### src/rtl/uart_pkg.sv
// uart_pkg: shared definitions for the UART receive path.
//   DATA_WIDTH_DEF : default width of a received word.
//   ptr_width()    : pointer width for a FIFO of the given depth. One extra
//                    bit beyond the address lets the pointers tell full from empty.
package uart_pkg;

    localparam int unsigned DATA_WIDTH_DEF = 8;

    function automatic int unsigned ptr_width(input int unsigned depth);
        return $clog2(depth) + 1;
    endfunction

endpackage

### src/rtl/uart_fifo_mem.sv
// uart_fifo_mem: Depth x DataWidth register array used as FIFO storage.
// Writes are synchronous. Reads are asynchronous, so the head word can fall
// through to the output without an extra cycle of latency.
//   clk_i   : clock
//   we_i    : write enable
//   waddr_i : write address
//   wdata_i : write data
//   raddr_i : read address
//   rdata_o : read data (combinational from raddr_i)
module uart_fifo_mem
    import uart_pkg::*;
#(
    parameter int unsigned DataWidth = DATA_WIDTH_DEF,
    parameter int unsigned Depth     = 16
) (
    input  logic                       clk_i,
    input  logic                       we_i,
    input  logic [$clog2(Depth)-1:0]   waddr_i,
    input  logic [DataWidth-1:0]       wdata_i,
    input  logic [$clog2(Depth)-1:0]   raddr_i,
    output logic [DataWidth-1:0]       rdata_o
);

    // Storage is deliberately left without a reset. The pointers alone decide
    // which entries are valid.
    logic [DataWidth-1:0] mem_q [Depth];

    always_ff @(posedge clk_i) begin
        if (we_i) begin
            mem_q[waddr_i] <= wdata_i;
        end
    end

    assign rdata_o = mem_q[raddr_i];

endmodule

### src/rtl/uart_rx_fifo.sv
// uart_rx_fifo: first-word-fall-through FIFO placed behind a UART receiver.
//   clk_i, rst_ni   : clock and asynchronous active-low reset
//   wr_tick_i       : one-cycle write strobe from the receiver's done tick
//   wr_data_i       : received word, sampled only when wr_tick_i=1
//   rd_ready_i      : consumer accepts the head word
//   rd_valid_o      : head word is present on rd_data_o
//   rd_data_o       : head word (don't-care when rd_valid_o=0)
//   level_o         : number of stored words, 0..Depth
//   empty_o/full_o  : level==0 / level==Depth
//   almost_full_o   : level >= AlmostFullLevel
//   overrun_o       : sticky flag, set when a write was dropped
//   overrun_clr_i   : synchronous clear of overrun_o (a drop in the same cycle wins)
module uart_rx_fifo
    import uart_pkg::*;
#(
    parameter int unsigned DataWidth       = DATA_WIDTH_DEF,
    parameter int unsigned Depth           = 16,
    parameter int unsigned AlmostFullLevel = 12
) (
    input  logic                        clk_i,
    input  logic                        rst_ni,
    input  logic                        wr_tick_i,
    input  logic [DataWidth-1:0]        wr_data_i,
    input  logic                        rd_ready_i,
    output logic                        rd_valid_o,
    output logic [DataWidth-1:0]        rd_data_o,
    output logic [$clog2(Depth):0]      level_o,
    output logic                        empty_o,
    output logic                        full_o,
    output logic                        almost_full_o,
    output logic                        overrun_o,
    input  logic                        overrun_clr_i
);

    localparam int unsigned PtrW  = ptr_width(Depth);
    localparam int unsigned AddrW = PtrW - 1;

    localparam logic [PtrW-1:0] PtrOne  = PtrW'(1);
    localparam logic [PtrW-1:0] AfLevel = PtrW'(AlmostFullLevel);

    logic [PtrW-1:0] wr_ptr_q, wr_ptr_d;
    logic [PtrW-1:0] rd_ptr_q, rd_ptr_d;
    logic            overrun_q, overrun_d;

    logic            empty, full;
    logic [PtrW-1:0] level;
    logic            push, pop, drop;

    // All status outputs depend only on the pointer registers. No input
    // reaches them combinationally.
    assign empty = (wr_ptr_q == rd_ptr_q);
    assign full  = (wr_ptr_q[PtrW-1] != rd_ptr_q[PtrW-1]) &&
                   (wr_ptr_q[AddrW-1:0] == rd_ptr_q[AddrW-1:0]);
    // The pointers wrap modulo 2*Depth, so their difference is already
    // in the range 0..Depth.
    assign level = wr_ptr_q - rd_ptr_q;

    // A pop only happens when data is visible. On an empty FIFO a
    // simultaneous write is stored and is not consumed in the same cycle.
    assign pop  = !empty && rd_ready_i;
    // When the FIFO is full, a write can still be accepted if the head leaves
    // in the same cycle. The slot being overwritten is the one being popped,
    // and its old value is read through the asynchronous port before the edge.
    assign push = wr_tick_i && (!full || pop);
    assign drop = wr_tick_i && !push;

    always_comb begin
        wr_ptr_d  = wr_ptr_q;
        rd_ptr_d  = rd_ptr_q;
        overrun_d = overrun_q;
        if (push) begin
            wr_ptr_d = wr_ptr_q + PtrOne;
        end
        if (pop) begin
            rd_ptr_d = rd_ptr_q + PtrOne;
        end
        // A drop in the same cycle as a clear leaves the flag set.
        if (drop) begin
            overrun_d = 1'b1;
        end else if (overrun_clr_i) begin
            overrun_d = 1'b0;
        end
    end

    always_ff @(posedge clk_i or negedge rst_ni) begin
        if (!rst_ni) begin
            wr_ptr_q  <= '0;
            rd_ptr_q  <= '0;
            overrun_q <= 1'b0;
        end else begin
            wr_ptr_q  <= wr_ptr_d;
            rd_ptr_q  <= rd_ptr_d;
            overrun_q <= overrun_d;
        end
    end

    uart_fifo_mem #(
        .DataWidth (DataWidth),
        .Depth     (Depth)
    ) u_mem (
        .clk_i   (clk_i),
        .we_i    (push),
        .waddr_i (wr_ptr_q[AddrW-1:0]),
        .wdata_i (wr_data_i),
        .raddr_i (rd_ptr_q[AddrW-1:0]),
        .rdata_o (rd_data_o)
    );

    assign rd_valid_o    = !empty;
    assign level_o       = level;
    assign empty_o       = empty;
    assign full_o        = full;
    assign almost_full_o = (level >= AfLevel);
    assign overrun_o     = overrun_q;

endmodule

### config.mk
export PLATFORM = sky130hd
export DESIGN_NAME = uart_rx_fifo
export DESIGN_NICKNAME = d
export VERILOG_FILES = /design/src/rtl/uart_pkg.sv /design/src/rtl/uart_fifo_mem.sv /design/src/rtl/uart_rx_fifo.sv
export SDC_FILE = /design/constraint.sdc
export NUM_CORES = 1
export LEC_CHECK = 0
export BUFFER_PORTS_ARGS = -buffer_cell sky130_fd_sc_hd__buf_2
export CAP_MARGIN = 30
export CORE_MARGIN = 4
export CORE_UTILIZATION = 45
export CTS_BUF_LIST = sky130_fd_sc_hd__clkbuf_2
export CTS_CLUSTER_DIAMETER = 50
export DETAILED_ROUTE_END_ITERATION = 16
export PLACE_DENSITY = 0.72
export SYNTH_ARGS = -nofsm -noshare
export SYNTH_HDL_FRONTEND = slang
export SYNTH_SLANG_ARGS = --single-unit
### constraint.sdc
create_clock -name clk_i -period 3.96 [get_ports clk_i]
set_input_delay 0.198 -clock clk_i [delete_from_list [all_inputs] [get_ports clk_i]]
set_output_delay 0.198 -clock clk_i [all_outputs]
set_load 0.01 [all_outputs]
### After elaboration in Yosys (flattened, before gate mapping)

Memories as Yosys holds them, arrays and structs flattened.
Cells that the tools add are included.

| storage, ports and cells | value |
|---|---|
| bits in writable memories | 128 |
| output and inout bits | 18 |
| flip-flop bits (word level) | 11 |
| memories | 1 |

| operators by class | value |
|---|---|
| $lt $le $gt $ge | 1 |
| equal/unequal tests | 3 |
| $add $sub $neg | 3 |
| multiplexer cells | 4 |
| reductions and logical operators | 9 |

Memory list:

| name | words | width | rd ports | clocked after memory_dff | write ports | line | source |
|---|---|---|---|---|---|---|---|
| u_mem.mem_q | 16 | 8 | 1 | 0 | 1 | uart_fifo_mem.sv:26 | `logic [DataWidth-1:0] mem_q [Depth];` |

Operators with widths:

| cell | number |
|---|---|
| adder 5 x 1 -> 5 bit (second input constant) | 2 |
| equality test 5 bit | 1 |
| greater-or-equal comparator 5 x 4 -> 1 bit (second input constant) | 1 |
| subtractor 5 bit | 1 |
| equality test 4 bit | 1 |
| logical AND 1 bit | 4 |
| 2-to-1 mux 1 bit | 4 |
| logical NOT 1 bit | 3 |
| nonzero test 2 bit | 1 |
| logical OR 1 bit | 1 |
| inequality test 1 bit | 1 |

### Depth between registers and ports, before layout

Gate-level depths: netlist (run 1).

| logic depth | value |
|---|---|
| word-level depth | 8 |
| depth in mapped cells | 10 |
| gate-level depth less buffers | 8 |

### Modules after synthesis

From an unflattened synthesis (run 1), not the netlist that was laid out.

| unflattened totals | value |
|---|---|
| cells, all modules | 294 |
| area total of the unflattened synthesis | 5,741.8 µm² |

Modules (own cells, without submodules):

| module | area an instance (µm²) | cells an instance | times used |
|---|---|---|---|
| uart_fifo_mem | 4,987.3 | 221 | 1 |
| uart_rx_fifo | 754.5 | 73 | 1 |

### Worst setup path after synthesis (run 1)

Ideal clock, no wire load.

| timing path | value |
|---|---|
| path type | reg2reg |
| start | register rd_ptr_q[2] |
| end | memory u_mem.mem_q[10][0] (netlist name) (enable) |
| arrival | 2,011 ps |
| cell stages (with the launch flop) | 10 |
| clock period less this slack | 2,343 ps |
| setup time | 332 ps |
| required time | 3,628 ps |
| path slack | 1,617 ps |
| cell sequence | dfrtp_1 -> buf_2 -> buf_2 -> buf_2 -> inv_1 -> ha_1 -> nand4_1 -> o31a_1 -> buf_2 -> and3_1 |

| on the way | value |
|---|---|
| longest elaborated chain between the ends | 7 |

RTL lines:

| item | line | source |
|---|---|---|
| start: declaration | uart_rx_fifo.sv:42 | `logic [PtrW-1:0] rd_ptr_q, rd_ptr_d;` |
| start signal: assignment | uart_rx_fifo.sv:92 | `rd_ptr_q <= rd_ptr_d;` |
| equality test 5 bit or equality test 4 bit (tied branches) | uart_rx_fifo.sv:51, uart_rx_fifo.sv:53 |  |
| logical NOT 1 bit or logical AND 1 bit (tied branches) | uart_rx_fifo.sv:60, uart_rx_fifo.sv:52 |  |
| logical AND 1 bit or logical NOT 1 bit (tied branches) | uart_rx_fifo.sv:60, uart_rx_fifo.sv:64 |  |
| logical OR 1 bit * | uart_rx_fifo.sv:64 | `assign push = wr_tick_i && (!full \|\| pop);` |
| logical AND 1 bit * | uart_rx_fifo.sv:64 |  |
| 2-to-1 mux 1 bit * | uart_fifo_mem.sv:29 | `if (we_i) begin` |
| 2-to-1 mux 1 bit (not written as such) * | uart_fifo_mem.sv:30 | `mem_q[waddr_i] <= wdata_i;` |
| end: declaration | uart_fifo_mem.sv:26 |  |

Every way passes the cells marked *; elsewhere a longest branch is shown, timed or not.

### Final worst setup path (run 1)

| timing path | value |
|---|---|
| start | register rd_ptr_q[0] |
| end | output rd_data_o[7] |

| on the way | value |
|---|---|
| longest elaborated chain between the ends | 1 |

RTL lines:

| item | line | source |
|---|---|---|
| memory read (16 x 8 bit) | n/a |  |
| end: declaration | uart_rx_fifo.sv:26 | `output logic [DataWidth-1:0] rd_data_o,` |

No other way between the ends.

==> key figures, run 1 <==
Status
  – Status: completed

Floorplan
  – Die height: 121 um
  – Die Wd: approximately 120 um
  – I/O Pins: 31
  – Die Footprint: ~15,000 sq um
  – Area of the core: 12,600 sq um
  – Initial Utilization: 0.458
  – Site row count: a little over 40

Logic synthesis
  – Sequential element share of the synthesized area: 0.715
  – Syn. warnings: 0
  – Cells after Synth: 303
  – Synth area leader: edfxtp_1
  – Post-synth net total: approximately 330
  – Mapped cell area: around 5800 sq um
  – Area share of the leading cell type in the synthesized netlist: 0.668
  – Count leader, synth: edfxtp_1
  – Commonest cells post-synth: edfxtp_1 (128), mux2i_1 (24), and3_1 (16)
  – Synth unique cells: 35
  – Avg Cell Area, Syn: about 19 sq um
  – Asr flop ratio synth: 0.0791
  – Synth Register Bits: around 140
  – Main synth FF type: edfxtp_1
  – EDFF count, synth: ~130
  – Synth area leaders: edfxtp_1 (67%), mux4_1 (5.5%), dfrtp_1 (4.8%), mux4_2 (4.7%), mux2i_1 (4.2%)

Timing
  – Worst slew margin: 0.474
  – Worst setup margin: about 0.73 ns
  – Final setup violation count: 0
  – Actual slew at the worst max-slew pin: 0.789 ns
  – RSZ-0062 raised after global routing: false
  – Hold_ws: about 0.19 ns
  – Max-slew violation count: 0
  – Fin. Hold Viols: 0
  – Final worst-path cycle share: 0.815
  – Min Tclk post-route: about 3.2 ns
  – Clock Skews: between 0.02 and 0.025 ns
  – Fin Setup TNS: 0 ns
  – Max Fclk: between 0.3 and 0.4 GHz

Drt
  – DR iter-0 viols: ~270
  – Wire per inst: between 20 and 25 um
  – Post-DRT Antenna Nets: 0
  – Drt total wl: approximately 12,000 um
  – Vias: between 3,000 and 4,000
  – Drc violations: 0
  – Via/cell ratio: 5.58
  – First-pass DRT Iterations: 4

Setup path
  – Worst endpoint required time: between 3 and 4 ns
  – Crit path launch type: flip-flop
  – Data arrival, critical path: around 3.0 ns
  – R2R setup slack: between 1 and 1.5 ns
  – Slowest cell delay on critical path: a little under 0.7 ns
  – CP Max Fanout: 43
  – CP Capture Type: output port
  – CP Cell Sequence: buf_4, mux4_1, mux2i_1, o21ai_0, buf_2
  – Setup CP Type: flip-flop to output port
  – Crit-path slowest cell: mux4_1

Global routing
  – Initial antenna violation count: 0
  – Global-route wire length before repair: about 18,000 um
  – Pin count of the biggest net entering global routing: 44
  – Total GRT Usage: 0.177
  – Grt ovf: 0
  – Vias in the first global route: roughly 3,000

Place
  – Placed cell area: a little over 6000 sq um
  – Final Wtd Congestion: 0.850
  – IO buf count: 30
  – Placed Cells: 493
  – Placement Setup Slack: about 1.2 ns
  – Detailed placement HPWL: 7880 um

Clock tree
  – H-tree depth: 4
  – Clk sink count: approximately 140
  – CTS tree: yes
  – Clock Tree Root: clkbuf_2
  – Clock-pin slew on the worst setup and hold paths: ~0.2 ns
  – Latest clock arrival within the worst-skew pair: 0.68 ns
  – Postcts setup bufs: 0
  – Post-cts gate resize count: 0
  – Num CTS Buffers: 17
  – Cts hold-fix bufs: 13
  – Clk buf depth: 2

Cells and area
  – Proportion of layout cells with a drive suffix above 1: 0.210
  – Fin nets: 376
  – Layout Utilization: 0.512
  – Multi-input gate area: 1490 sq um
  – Layout area overhead: 11.8%
  – FF+latch area: between 4000 and 5000 sq um
  – Finished Cell Area: ~6400 sq um
  – Non-Filler Instances: between 500 and 600
  – Fillers: approximately 1,000

Power and ir drop
  – Clock share of power: 0.196
  – Combinational cell fraction of total power: 0.390
  – PwrDens: slightly above 700 nW/um^2
  – Internal power: roughly 3 mW
  – Sequential share of power: 0.414
  – Leak: 2.32 nW
  – Psw: between 1.5 and 2 mW
  – Maximum vdd drop: around 0.69 mV
  – Pwr Total: ~4.6 mW
  – Switching share of power: 0.354

Min path
  – Hold crit path type: primary input to flip-flop

Job
  – Max Cap Violations: 0
==> layout by cell type (no fill, tap or decap), types with 2 or more instances in the layout <==
cell type and n:
o21ai_0 13, dlygate4sd3_1 13, clkinv_1 3, edfxtp_1 128, nand4_1 3, inv_4 3, nor2_1 2, xor2_1 3
mux2i_1 24, bufinv_16 4, nor2b_1 4, mux4_1 12, xnor2_1 7, and3_1 16, clkinv_4 2, ha_1 9
dfrtp_1 10, inv_1 9, nand2_1 5, mux4_2 12, a221oi_1 8, o21ai_1 7, buf_2 30, and2_1 3
buf_4 3, clkbuf_2 19
==> final timing paths <==
path                        startpoint                 end  depth (start not counted)
max                        rd_ptr_q[0]        rd_data_o[7]                          5
min                          wr_tick_i         wr_ptr_q[0]                          3
max reg2reg                rd_ptr_q[3]  u_mem.mem_q[15][7]                          5
min reg2reg                wr_ptr_q[4]         wr_ptr_q[4]                          1
max in group asynchronous       rst_ni         rd_ptr_q[0]                          3
min in group asynchronous       rst_ni           overrun_o                          3
==> power by group through the flow <==
stage / registers [mW] / clock network, mW / logic, mW
2_1_floorplan: 1.88 / 0 / 1.27
3_3_place_gp: 1.93 / 0 / 1.72
3_5_place_dp: 1.93 / 0 / 1.75
4_1_cts: 1.90 / 0.919 / 1.79
5_1_grt: 1.91 / 0.989 / 1.93
6_report: 1.90 / 0.900 / 1.79
==> registers in the layout, indices dropped and copies added, names as in the netlist <==
name	flops
u_mem.mem_q	128
wr_ptr_q	5
rd_ptr_q	5
overrun_o	1
==> layer usage <==
metal	vias up	GRT usage	wire [um]
met5	-	0	0
met4	0	0.0567	214
met3	16	0.0429	1040
met2	146	0.273	5640
met1	1511	0.251	5150
li1	1334	-	-
==> worst max-delay path, delay by kind of cell (launching register included) <==
kind                   cells  cell delay [ns]
AOI/OAI and AO/OA          1             0.21
buffers and inverters      2             0.79
muxes                      2             0.93
DFF                        1             0.41
==> cell families (layout without fill, tap and decap cells) <==
| kind of cell | count (synthesis) | after routing | share of synthesized area |
|---|---|---|---|
| compound gates | 34 | 34 | 0.0374 |
| xor+xnor | 11 | 11 | 0.0180 |
| fa+ha+maj | 10 | 10 | 0.0230 |
| buf+inv | 24 | 87 | 0.0250 |
| flops | 139 | 139 | 0.715 |
| mux | 48 | 48 | 0.143 |
| other cells | 0 | 1 | 0 |
| simple gates | 37 | 37 | 0.0376 |
==> final cells by class <==
type | count | share of cell area
flip-flops and latches | 139 | 0.640
multi-input cells | 140 | 0.232
repair buffers | 46 | 0.0470
well taps | 172 | 0.0334
clock inverters | 13 | 0.0268
clock buffers | 19 | 0.0148
inverters | 9 | 0.00525
diodes | 1 | 0.000389
No activity file was read; power rests on OpenSTA's default activity.
==> run 2: changes to the inputs <==
--- a/config.mk
+++ b/config.mk
@@ -5,6 +5,7 @@
 export SDC_FILE = /design/constraint.sdc
 export NUM_CORES = 1
 export LEC_CHECK = 0
+export ABC_AREA = 1
 export BUFFER_PORTS_ARGS = -buffer_cell sky130_fd_sc_hd__buf_2
 export CAP_MARGIN = 30
 export CORE_MARGIN = 4
@@ -12,7 +13,7 @@
 export CTS_BUF_LIST = sky130_fd_sc_hd__clkbuf_2
 export CTS_CLUSTER_DIAMETER = 50
 export DETAILED_ROUTE_END_ITERATION = 16
-export PLACE_DENSITY = 0.72
+export PLACE_DENSITY = 0.71
 export SYNTH_ARGS = -nofsm -noshare
 export SYNTH_HDL_FRONTEND = slang
 export SYNTH_SLANG_ARGS = --single-unit
==> constraint.sdc (replaced) <==
create_clock -name clk_i -period 3.1 [get_ports clk_i]
set_input_delay 0.155 -clock clk_i [delete_from_list [all_inputs] [get_ports clk_i]]
set_output_delay 0.155 -clock clk_i [all_outputs]
set_load 0.01 [all_outputs]
==> run 2 against run 1 <==
Net effect:
- non-clock buffer count up 6
- area after synthesis increased by 13%
- global-route usage is 1.7 points higher
- clock power is 38% higher
==> key figures, run 2 <==
Power and ir drop
  – Switching share of power: 0.405
  – Pwr Total: about 6.3 mW
  – Sequential share of power: 0.372
  – Combinational cell fraction of total power: 0.431
  – Psw: between 2 and 3 mW
  – PwrDens: around 870 nW/um^2
  – Maximum vdd drop: 0.669 mV
  – Clock share of power: 0.197
  – Leak: about 3.3 nW
  – Internal power: between 3 and 4 mW

Setup path
  – Worst flop-to-flop path startpoint: rd_ptr_q[2]
  – Worst reg2reg endpoint: u_mem.mem_q[0][7]
  – CP Max Fanout: 67
  – Critical path launch point: rd_ptr_q[0]
  – R2R setup slack: 0.34 ns
  – Crit path launch type: flip-flop
  – Worst endpoint required time: about 3 ns
  – Setup CP Type: flip-flop to output port
  – CP Capture Type: output port
  – End of the critical path: rd_data_o[7]
  – R2R cell count: 7
  – Data arrival, critical path: 2.69 ns

Min path
  – Hold Path Origin: wr_tick_i
  – Hold crit path type: primary input to flip-flop

Logic synthesis
  – Syn. warnings: 0
  – Synth Register Bits: 139
  – Area share of the leading cell type in the synthesized netlist: 0.592
  – EDFF count, synth: 128
  – Synth area leader: edfxtp_1
  – Main synth FF type: edfxtp_1
  – Post-synth net total: ~710
  – Commonest cells post-synth: nand2_1 (236), inv_1 (135), edfxtp_1 (128)
  – Asr flop ratio synth: 0.0791
  – Mapped cell area: approximately 6500 sq um
  – Count leader, synth: nand2_1
  – Cells after Synth: ~680
  – Avg Cell Area, Syn: 9.49 sq um
  – Synth area leaders: edfxtp_1 (59%), nand2_1 (14%), inv_1 (7.8%), nand3_1 (7.0%), dfrtp_1 (4.2%)
  – Synth unique cells: 22
  – Sequential element share of the synthesized area: 0.634

Floorplan
  – Die Footprint: roughly 16,000 sq um
  – Area of the core: around 14,000 sq um
  – Die height: ~130 um
  – Initial Utilization: 0.464
  – Site row count: between 40 and 50
  – I/O Pins: 31
  – Die Wd: between 100 and 150 um

Drt
  – DR iter-0 viols: 642
  – Wire per inst: about 16 um
  – Drt total wl: ~15,000 um
  – Drc violations: 0
  – Vias: 4,728
  – Post-DRT Antenna Nets: 0
  – First-pass DRT Iterations: 8
  – Via/cell ratio: between 5 and 6

Timing
  – Fin. Hold Viols: 0
  – Final worst-path cycle share: 0.919
  – Max Fclk: roughly 0.35 GHz
  – Max-slew violation count: 0
  – RSZ-0062 raised after global routing: false
  – Fin Setup TNS: 0 ns
  – Clock Skews: 0.0396 ns
  – Actual slew at the worst max-slew pin: ~0.64 ns
  – Final setup violation count: 0
  – Worst slew margin: 0.569
  – Min Tclk post-route: 2.85 ns
  – Worst setup margin: approximately 0.25 ns

Cells and area
  – Largest reg by FF count: u_mem.mem_q
  – Layout area overhead: 11.7%
  – Proportion of layout cells with a drive suffix above 1: 0.0970
  – Max reg flops: 128
  – Largest registers: u_mem.mem_q x128, rd_ptr_q x5, wr_ptr_q x5
  – ANT cells: 0
  – Layout Utilization: 0.519
  – Fillers: between 1,000 and 1,500
  – Fin nets: approximately 750
  – Most frequent cells in the layout: nand2_1 (236), inv_1 (134), edfxtp_1 (128), nand3_1 (91), buf_2 (30)
  – Most common cell after layout, fill and taps aside: nand2_1

Clock tree
  – Clk sink count: 139
  – Clock-pin slew on the worst setup and hold paths: 0.20 ns
  – CTS tree: yes
  – Latest clock arrival within the worst-skew pair: 0.70 ns
  – Postcts setup bufs: 0
  – H-tree depth: 4
  – Clock Tree Root: clkbuf_2
  – Num CTS Buffers: 17
  – Clk buf depth: 2

Status
  – Status: completed

Global routing
  – Global-route wire length before repair: 23,700 um
  – Pin count of the biggest net entering global routing: 68
  – Initial antenna violation count: 0
  – Vias in the first global route: between 4,000 and 5,000
  – Total GRT Usage: 0.194
  – Grt ovf: 0

Place
  – Final Wtd Congestion: about 0.91
  – IO buf count: 30
  – Placement Setup Slack: roughly 0.4 ns
  – Detailed placement HPWL: about 10000 um

Job
  – Max Cap Violations: 0
## run 2: cell count changes in the layout (fill, tap and decap cells not counted), moves of 7 or more
cell	delta
nand2_1	+231
inv_1	+125
nand3_1	+90
mux2i_1	-24
nor2_1	+18
and3_1	-16
mux4_1	-12
mux4_2	-12
a221oi_1	-8
o21ai_0	-8
o21ai_1	-7
## run 2: critical path, stage by stage, from the launching register on
cell and delay [ns]:
dfrtp_2 0.46, clkbuf_8 0.31, inv_4 0.34, buf_12 0.24, nand2_1 0.08, nand3_1 0.10, nand3_1 0.12, nand3_1 0.11
nand2_1 0.07, buf_2 0.14
## run 2: logic make-up (layout without fill, tap and decap cells)
logic type | after synthesis | in the layout | share of synthesized area
simple gates | 353 | 353 | 0.226
buf+inv | 164 | 222 | 0.100
flops | 139 | 139 | 0.634
fa+ha+maj | 10 | 10 | 0.0204
xor+xnor | 10 | 10 | 0.0135
compound gates | 8 | 8 | 0.00616
## run 2: timing repair
action	CTS	global route
resized for setup	1	3
setup endpoints to repair	8	8
hold endpoints to repair	150	0
hold buffers	15	0
## run 2: power groups by stage
stage	Combinational, mW	Clock [mW]	Sequential [mW]
detailed placement	2.65	0	2.38
floorplan	1.82	0	2.36
finish	2.71	1.24	2.34
CTS	2.69	1.25	2.34
global placement	2.62	0	2.37
global route	3.03	1.35	2.36
## run 2: metal layers
layer / up-vias / share of wire / track usage
met5: - / 0 / 0
met4: 0 / 0.021 / 0.0649
met3: 31 / 0.075 / 0.0438
met2: 205 / 0.47 / 0.311
met1: 2254 / 0.44 / 0.263
li1: 2238 / - / -
## run 2: stage by stage
| step | hold slack (ns) | area [sq um] | std cells |
|---|---|---|---|
| final | 0.339 | 7250 | 922 |
| after global routing | 0.287 | 7250 | 922 |
| after global placement | 0.0435 | 6800 | 875 |
| after floorplan | -0.141 | 6490 | 684 |
| after detailed placement | 0.0420 | 6800 | 875 |
| after CTS | 0.282 | 7250 | 922 |
## run 2: worst min-delay path by stage
stage,to,slack [ns],cells after the start
after floorplan,overrun_o,-0.14,0
after global placement,rd_ptr_q[4],0.04,1
after detailed placement,rd_ptr_q[4],0.04,1
after CTS,wr_ptr_q[2],0.28,4
after global routing,wr_ptr_q[2],0.29,4
final,wr_ptr_q[2],0.34,4
## run 2: area by class of cell
class	instances	area, sq um	share of cell area
flip-flops and latches	139	4120	0.568
clock buffers	18	90.1	0.0124
well taps	180	225	0.0310
inverters	138	520	0.0717
clock inverters	14	201	0.0278
repair buffers	52	372	0.0512
multi-input cells	381	1730	0.238
